### src/rtl/uart_pkg.sv
// uart_pkg: shared definitions for the UART receive path.
//   state_t    - 3-bit receiver FSM encoding (IDLE/START/DATA/STOP/PARITY)
//   OVERSAMPLE - ticks per bit period
//   MID_SAMPLE - tick count at which the start bit is re-checked (mid-bit)
package uart_pkg;

  typedef enum logic [2:0] {
    IDLE   = 3'd0,
    START  = 3'd1,
    DATA   = 3'd2,
    STOP   = 3'd3,
    PARITY = 3'd4
  } state_t;

  localparam int OVERSAMPLE = 16;
  localparam int MID_SAMPLE = 7;

endpackage

### src/rtl/uart_rx_sync.sv
// uart_rx_sync: two-flop synchroniser for an asynchronous, idle-high input.
// Both flops reset to 1 so a line held idle never looks like a start bit
// while coming out of reset.
//   clk_50Mhz - system clock
//   rst       - synchronous, active-high reset
//   d         - asynchronous input
//   q         - synchronised output (two clocks of latency)
module uart_rx_sync (
  input  logic clk_50Mhz,
  input  logic rst,
  input  logic d,
  output logic q
);

  logic meta;

  always_ff @(posedge clk_50Mhz) begin
    if (rst) begin
      meta <= 1'b1;
      q    <= 1'b1;
    end else begin
      meta <= d;
      q    <= meta;
    end
  end

endmodule

### src/rtl/uart_receiver.sv
// uart_receiver: 16x-oversampled UART receiver, LSB first, DBITS data bits,
// SBITS-tick stop bit. Optional even-parity bit when UART_RX_PARITY_EN is
// defined; otherwise parity_err is tied low.
//   clk_50Mhz  - system clock, all logic on posedge
//   rst        - synchronous, active-high reset
//   tick       - one-cycle oversample strobe, 16 per bit period
//   rx         - asynchronous serial line, idle high
//   dout       - last received data word
//   rx_done    - one-cycle strobe: dout/frame_err/parity_err just updated
//   rx_busy    - FSM not in IDLE
//   frame_err  - stop bit sampled low on the last frame
//   parity_err - parity mismatch on the last frame
//
// state  | meaning
// IDLE   | line idle, waiting for a low rx_s
// START  | counting to mid start bit to reject glitches
// DATA   | sampling DBITS data bits at mid-bit
// PARITY | sampling the parity bit (UART_RX_PARITY_EN only)
// STOP   | waiting SBITS ticks, then sampling the stop bit
module uart_receiver
  import uart_pkg::*;
#(
  parameter int DBITS = 8,
  parameter int SBITS = 16
) (
  input  logic             clk_50Mhz,
  input  logic             rst,
  input  logic             tick,
  input  logic             rx,
  output logic [DBITS-1:0] dout,
  output logic             rx_done,
  output logic             rx_busy,
  output logic             frame_err,
  output logic             parity_err
);

  localparam int CW = $clog2((SBITS > OVERSAMPLE) ? SBITS : OVERSAMPLE);
  localparam int BW = $clog2(DBITS);

  localparam logic [CW-1:0] CNT_MID  = CW'(MID_SAMPLE);
  localparam logic [CW-1:0] CNT_BIT  = CW'(OVERSAMPLE - 1);
  localparam logic [CW-1:0] CNT_STOP = CW'(SBITS - 1);
  localparam logic [BW-1:0] BIT_LAST = BW'(DBITS - 1);

  logic rx_s;

  uart_rx_sync u_sync (
    .clk_50Mhz (clk_50Mhz),
    .rst       (rst),
    .d         (rx),
    .q         (rx_s)
  );

  state_t           state_q, state_n;
  logic [CW-1:0]    cnt_q, cnt_n;
  logic [BW-1:0]    bits_q, bits_n;
  logic [DBITS-1:0] sh_q, sh_n;
  logic [DBITS-1:0] dout_n;
  logic             frame_err_n;
  logic             rx_done_n;
`ifdef UART_RX_PARITY_EN
  logic             par_q, par_n;
  logic             parity_err_q, parity_err_n;
`endif

  always_ff @(posedge clk_50Mhz) begin
    if (rst) begin
      state_q   <= IDLE;
      cnt_q     <= '0;
      bits_q    <= '0;
      sh_q      <= '0;
      dout      <= '0;
      frame_err <= 1'b0;
      rx_done   <= 1'b0;
`ifdef UART_RX_PARITY_EN
      par_q        <= 1'b0;
      parity_err_q <= 1'b0;
`endif
    end else begin
      state_q   <= state_n;
      cnt_q     <= cnt_n;
      bits_q    <= bits_n;
      sh_q      <= sh_n;
      dout      <= dout_n;
      frame_err <= frame_err_n;
      rx_done   <= rx_done_n;
`ifdef UART_RX_PARITY_EN
      par_q        <= par_n;
      parity_err_q <= parity_err_n;
`endif
    end
  end

  always_comb begin
    state_n     = state_q;
    cnt_n       = cnt_q;
    bits_n      = bits_q;
    sh_n        = sh_q;
    dout_n      = dout;
    frame_err_n = frame_err;
    rx_done_n   = 1'b0;
`ifdef UART_RX_PARITY_EN
    par_n        = par_q;
    parity_err_n = parity_err_q;
`endif
    case (state_q)
      IDLE: begin
        // Start edge is taken immediately; tick alignment is absorbed by
        // the mid-bit count in START.
        if (!rx_s) begin
          state_n = START;
          cnt_n   = '0;
        end
      end
      START: begin
        if (tick) begin
          if (cnt_q == CNT_MID) begin
            cnt_n = '0;
            if (!rx_s) begin
              state_n = DATA;
              bits_n  = '0;
            end else begin
              state_n = IDLE;
            end
          end else begin
            cnt_n = cnt_q + 1'b1;
          end
        end
      end
      DATA: begin
        if (tick) begin
          if (cnt_q == CNT_BIT) begin
            cnt_n = '0;
            sh_n  = {rx_s, sh_q[DBITS-1:1]};
            if (bits_q == BIT_LAST) begin
`ifdef UART_RX_PARITY_EN
              state_n = PARITY;
`else
              state_n = STOP;
`endif
            end else begin
              bits_n = bits_q + 1'b1;
            end
          end else begin
            cnt_n = cnt_q + 1'b1;
          end
        end
      end
`ifdef UART_RX_PARITY_EN
      PARITY: begin
        if (tick) begin
          if (cnt_q == CNT_BIT) begin
            cnt_n   = '0;
            par_n   = (^sh_q) ^ rx_s;
            state_n = STOP;
          end else begin
            cnt_n = cnt_q + 1'b1;
          end
        end
      end
`endif
      STOP: begin
        if (tick) begin
          if (cnt_q == CNT_STOP) begin
            cnt_n       = '0;
            dout_n      = sh_q;
            frame_err_n = ~rx_s;
            rx_done_n   = 1'b1;
            state_n     = IDLE;
`ifdef UART_RX_PARITY_EN
            parity_err_n = par_q;
`endif
          end else begin
            cnt_n = cnt_q + 1'b1;
          end
        end
      end
      default: begin
        state_n = IDLE;
        cnt_n   = '0;
      end
    endcase
  end

  assign rx_busy = (state_q != IDLE);

`ifdef UART_RX_PARITY_EN
  assign parity_err = parity_err_q;
`else
  assign parity_err = 1'b0;
`endif

endmodule

### config.mk
export PLATFORM = sky130hd
export DESIGN_NAME = uart_receiver
export DESIGN_NICKNAME = d
export VERILOG_FILES = /design/src/rtl/uart_pkg.sv /design/src/rtl/uart_rx_sync.sv /design/src/rtl/uart_receiver.sv
export SDC_FILE = /design/constraint.sdc
export NUM_CORES = 1
export LEC_CHECK = 0
export ABC_AREA = 1
export CAP_MARGIN = 20
export CORE_ASPECT_RATIO = 0.8
export CORE_MARGIN = 5
export CORE_UTILIZATION = 57
export DETAILED_ROUTE_END_ITERATION = 7
export GPL_TIMING_DRIVEN = 1
export PLACE_DENSITY_LB_ADDON = 0.25
export SLEW_MARGIN = 20
export SYNTH_ARGS = -nofsm -noshare
export SYNTH_HDL_FRONTEND = slang
export SYNTH_HIERARCHICAL = 1
export SYNTH_SLANG_ARGS = --single-unit
### constraint.sdc
create_clock -name clk_50Mhz -period 2.4 [get_ports clk_50Mhz]
set_clock_uncertainty 0.1 [all_clocks]
set_input_delay 0.24 -clock clk_50Mhz [delete_from_list [all_inputs] [get_ports clk_50Mhz]]
set_output_delay 0.24 -clock clk_50Mhz [all_outputs]
set_load 0.03 [all_outputs]
# ---- After elaboration in Yosys (flattened, before gate mapping)
# Index checks and enable logic that the tools add are counted.
dict set report op_classes {
  n_eq_ne 17
  bitwise_logic 3
  n_addsub 2
  n_reduce_logical 10
  muxes 24
}
# cell count
set op_table {}
lappend op_table {{$mux 3} 14}
lappend op_table {{$mux 4} 5}
lappend op_table {{$ne 2x2->1 const B} 10}
lappend op_table {{$pmux 3 s4} 1}
lappend op_table {{$pmux 4 s3} 1}
lappend op_table {{$reduce_and 3->1} 3}
lappend op_table {{$reduce_and 8->1} 1}
lappend op_table {{$reduce_and 7->1} 1}
lappend op_table {{$eq 3x2->1 const B} 2}
lappend op_table {{$pmux 3 s2} 1}
lappend op_table {{$add 4x1->4 const B} 1}
lappend op_table {{$eq 4x3->1 const B} 1}
lappend op_table {{$eq 4x4->1 const B} 1}
lappend op_table {{$add 3x1->3 const B} 1}
lappend op_table {{$eq 3x1->1 const B} 1}
lappend op_table {{$eq 3x3->1 const B} 1}
lappend op_table {{$logic_not 3->1} 1}
lappend op_table {{$not 1->1} 3}
lappend op_table {{$reduce_bool 3->1} 1}
lappend op_table {{$reduce_or 3->1} 1}
lappend op_table {{$mux 2} 1}
lappend op_table {{$ne 2x1->1 const B} 1}
lappend op_table {{$reduce_bool 2->1} 1}
lappend op_table {{$reduce_or 2->1} 1}
lappend op_table {{$mux 1} 1}
dict set report word_totals {
  regBits 30
  elab_cells 65
  output_inout_bits 12
  inputBits 4
}

# ---- Longest topological paths before layout
dict set report depth {
  ltp_word 5
  ltp_mapped 10
  ltp_nobuf 10
}

# ---- By module
# Netlist, hierarchy kept.
# module area_each_um2 instances seq_area_each_um2 cells_each
set by_module_without_submodules {}
lappend by_module_without_submodules {uart_receiver 1216.2 1 540.5 168}
lappend by_module_without_submodules {uart_rx_sync 58.8 1 40.0 7}

# ---- Worst setup path before layout
# Ideal clock, no wire load.
dict set report synth_path {
  path_type {register -> register}
  startpoint {register cnt_q[0]}
  endpoint {register frame_err}
  t_arrival_ps 1252
  required_ps 2234
  path_slack_ps 982
  path_buffers 1
  setup_time_ps 66
  path_stages_with_launch 9
  synth_period_minus_slack_ps 1418
  path_cell_list {dfxtp_1 -> ha_1 -> nand2_2 -> nor2_2 -> nand2_2 -> nor2_4 -> buf_6 -> o21ai_1 -> a21oi_2}
}
dict set report synth_via {
  elab_chain_len 2
}
# item line_no
set synth_lines {}
lappend synth_lines {{from (decl)} uart_receiver.sv:55} ;# logic [CW-1:0] cnt_q, cnt_n;
lappend synth_lines {{from (signal assigned)} uart_receiver.sv:81} ;# cnt_q <= cnt_n;
lappend synth_lines {{$eq 4x4->1} uart_receiver.sv:164} ;# if (cnt_q == CNT_STOP) begin
lappend synth_lines {{$reduce_and 3->1 (no source line)} --}
lappend synth_lines {{to (signal assigned)} uart_receiver.sv:85} ;# frame_err <= frame_err_n;
lappend synth_lines {{to (decl)} uart_receiver.sv:33} ;# output logic frame_err,
# No other way between the ends.
# A chain may end at the register's enable or synchronous reset.

# ---- Worst setup path after layout
dict set report layout_path {
  startpoint {register state_q[0]}
  endpoint {output rx_busy}
}
dict set report layout_via {
  elab_chain_len 1
}
# item line_no
set layout_lines {}
lappend layout_lines {{from (decl)} uart_receiver.sv:54} ;# state_t state_q, state_n;
lappend layout_lines {{from (signal assigned)} uart_receiver.sv:80} ;# state_q <= state_n;
lappend layout_lines {{$reduce_bool 3->1} uart_receiver.sv:185} ;# assign rx_busy = (state_q != IDLE);
lappend layout_lines {{to (decl)} uart_receiver.sv:32} ;# output logic rx_busy,
# No other way between the ends.

==> results.cfg <==
[synth]
syn_area_um2 = 1270
synth_cell_types = 22
syn_area_per_cell_um2 = 7.29
synth-seq-cells = 29
ys_seq_area_frac = 0.455
ys_warn_count = 6
synth_fp_nets = 182
synthCells = 175

[final_layout]
drive_gt1_frac = 0.119
n_antenna_cell = 0
n_fill_cell = 182
area_growth_syn_to_layout_pct = 15.3
final_cell_mix = 44 x nor2_1, 31 x nand2_1, 29 x dfxtp_1
fin_nets = 199
final_common_cell = nor2_1

[clock_tree]
cts_buffers = 5
clkSinkCount = 29
clk_pin_slew_ns = 0.09
ctsResizeCount = 0
htreeDepth = 2
worstSkewPairLatency_ns = 0.31
cts_root_buffer = clkbuf_4
cts_setup_buffers = 0
clk_path_buf_depth = 2
cts_tree = built
cts_hold_buf = 0

[grt]
track_usage = 0.175
grt-ovfl-total = 0
use_met2 = 0.276
grt_start_max_net_pins = 24
grt_use_met1 = 0.207
antenna_found_initial = 0
grtUsageMet3 = 0.0644
grt_pass1_wl_um = 4550
top_usage_layer = met2
grt_pass1_vias = 1082

[place]
dp_hpwl_um = 1850
place_ws_ns = 0.614
gp_congestion = 0.895
port-buffer-count = 14

[power_and_ir_drop]
p_leak_nw = 0.709
finalPower_mw = 1.08
netSwitchingPower_uw = 365
power_frac_seq = 0.509
intPower_uw = 713
combinationalPowerShare = 0.239
pwr_density_cell_nw_per_um2 = 733
peakVddDrop_mv = 0.445
clkPwrFrac = 0.253
switching_share = 0.339

[drt]
routedWlPerCell_um = 11.6
ant_nets = 0
via_count = 1138
viasPerCell = 5.22
drt-initial-drc-count = 60
first_pass_iters = 4
drt_wl_total_um = 2530
drc = 0

[hold_path]
hp-class = reg -> reg

[die]
ios = 16
die-area_um2 = 3290
die_x_um = 62.9
rows = 15
die_h_um = 52.3
start_util = 0.596
fp.coreArea_um2 = 2140

[setup_path]
slowest_delay_ns = 0.67
slowest_stage = clkdlybuf4s50_1
required_ns = 2.06
arrival_ns = 1.66
start_kind = flip-flop
end_kind = primary output
worstSetupPathType = reg -> out
path_max_fanout = 7
crit_chain = inv_2 > nand2_2 > clkdlybuf4s50_1

[sta]
setup_viol = 0
clock.fmax_mhz = 500
tightest_slew_ns = 0.600
tns_ns = 0
maxSlewViolCount = 0
fin_crit_sh = 0.833
max-slew-margin-rel = 0.600
finalHoldViolations = 0
fin_ws_ns = 0.401
period_needed_ns = 2.00
rsz0062_at_grt = no

[run_status]
outcome = finished, final reports clean

[run]
maxCapViolations = 0
-- stage by stage --
step | cell area [um^2] | hold WS, ns | utilization | std cells
after floorplan | 1270 | 0.209 | - | 175
after global placement | 1420 | 0.295 | 0.663 | 210
after detailed placement | 1420 | 0.306 | 0.663 | 210
after CTS | 1470 | 0.334 | 0.687 | 218
after global routing | 1470 | 0.366 | 0.687 | 218
final | 1470 | 0.324 | 0.687 | 218
-- cell type report --
class	count	area (um^2)	area share
clock inverters	2	10.0	0.00681
flip-flops and latches	29	581	0.395
well taps	25	31.3	0.0213
inverters	16	60.1	0.0409
repair buffers	14	140	0.0953
clock buffers	6	41.3	0.0281
multi-input cells	126	607	0.413
-- Yosys cell counts --
cell | number | area share
clkbuf_1 | 1 | 0.0029
nor2_8 | 1 | 0.016
buf_4 | 1 | 0.0059
a21oi_2 | 1 | 0.0069
nand2_1 | 31 | 0.091
buf_2 | 1 | 0.0039
or2_0 | 1 | 0.0049
o21ai_1 | 17 | 0.067
inv_2 | 5 | 0.015
nand3_1 | 9 | 0.035
o21ai_0 | 1 | 0.0039
conb_1 | 1 | 0.0029
dfxtp_1 | 29 | 0.46
buf_6 | 1 | 0.0088
inv_1 | 11 | 0.032
nor2_4 | 3 | 0.026
nand4_1 | 2 | 0.0098
nor2_1 | 44 | 0.13
a21oi_1 | 6 | 0.024
nor2_2 | 2 | 0.0098
ha_1 | 3 | 0.029
nand2_2 | 4 | 0.020
-- critical path, delay by kind of cell (launching register included) --
kind	cells	cell delay (ns)
buf+inv	2	0.76
flops	1	0.49
simple gates	1	0.10
-- state kept, by name, summed over array words and instances (netlist names) --
name         cells
dout             8
sh_q             8
cnt_q            4
bits_q           3
state_q          2
frame_err        1
rx_done          1
u_sync/meta      1
u_sync/q         1
-- cells by family after synthesis --
group / share of synthesized area
and+or+nand+nor: 0.342
DFF: 0.455
AOI/OAI and AO/OA: 0.101
buffers and inverters: 0.0687
adders and majority gates: 0.0294
other: 0.00294
-- layer usage --
layer / up-vias / part of all wire
met5: - / 0
met4: 0 / 0.027
met3: 9 / 0.049
met2: 28 / 0.45
met1: 516 / 0.47
li1: 585 / -
-- worst paths after layout --
path / endpoint / from / slack [ns] / cells after the start
setup / recovery: rx_busy / state_q[0] / 0.40 / 3
hold / removal: u_sync/q / u_sync/meta / 0.32 / 2
setup reg to reg: dout[4] / cnt_q[0] / 0.59 / 8
hold reg to reg: u_sync/q / u_sync/meta / 0.32 / 2
-- power by group through the flow --
| stage | combinational, mW | sequential (mW) | clock [mW] |
|---|---|---|---|
| 2_1_floorplan | 0.203 | 0.551 | 0 |
| 3_5_place_dp | 0.258 | 0.559 | 0 |
| 4_1_cts | 0.261 | 0.548 | 0.278 |
| 5_1_grt | 0.291 | 0.553 | 0.309 |
| 3_3_place_gp | 0.249 | 0.556 | 0 |
| 6_report | 0.257 | 0.548 | 0.273 |
Power figures use the tool's default switching activity.
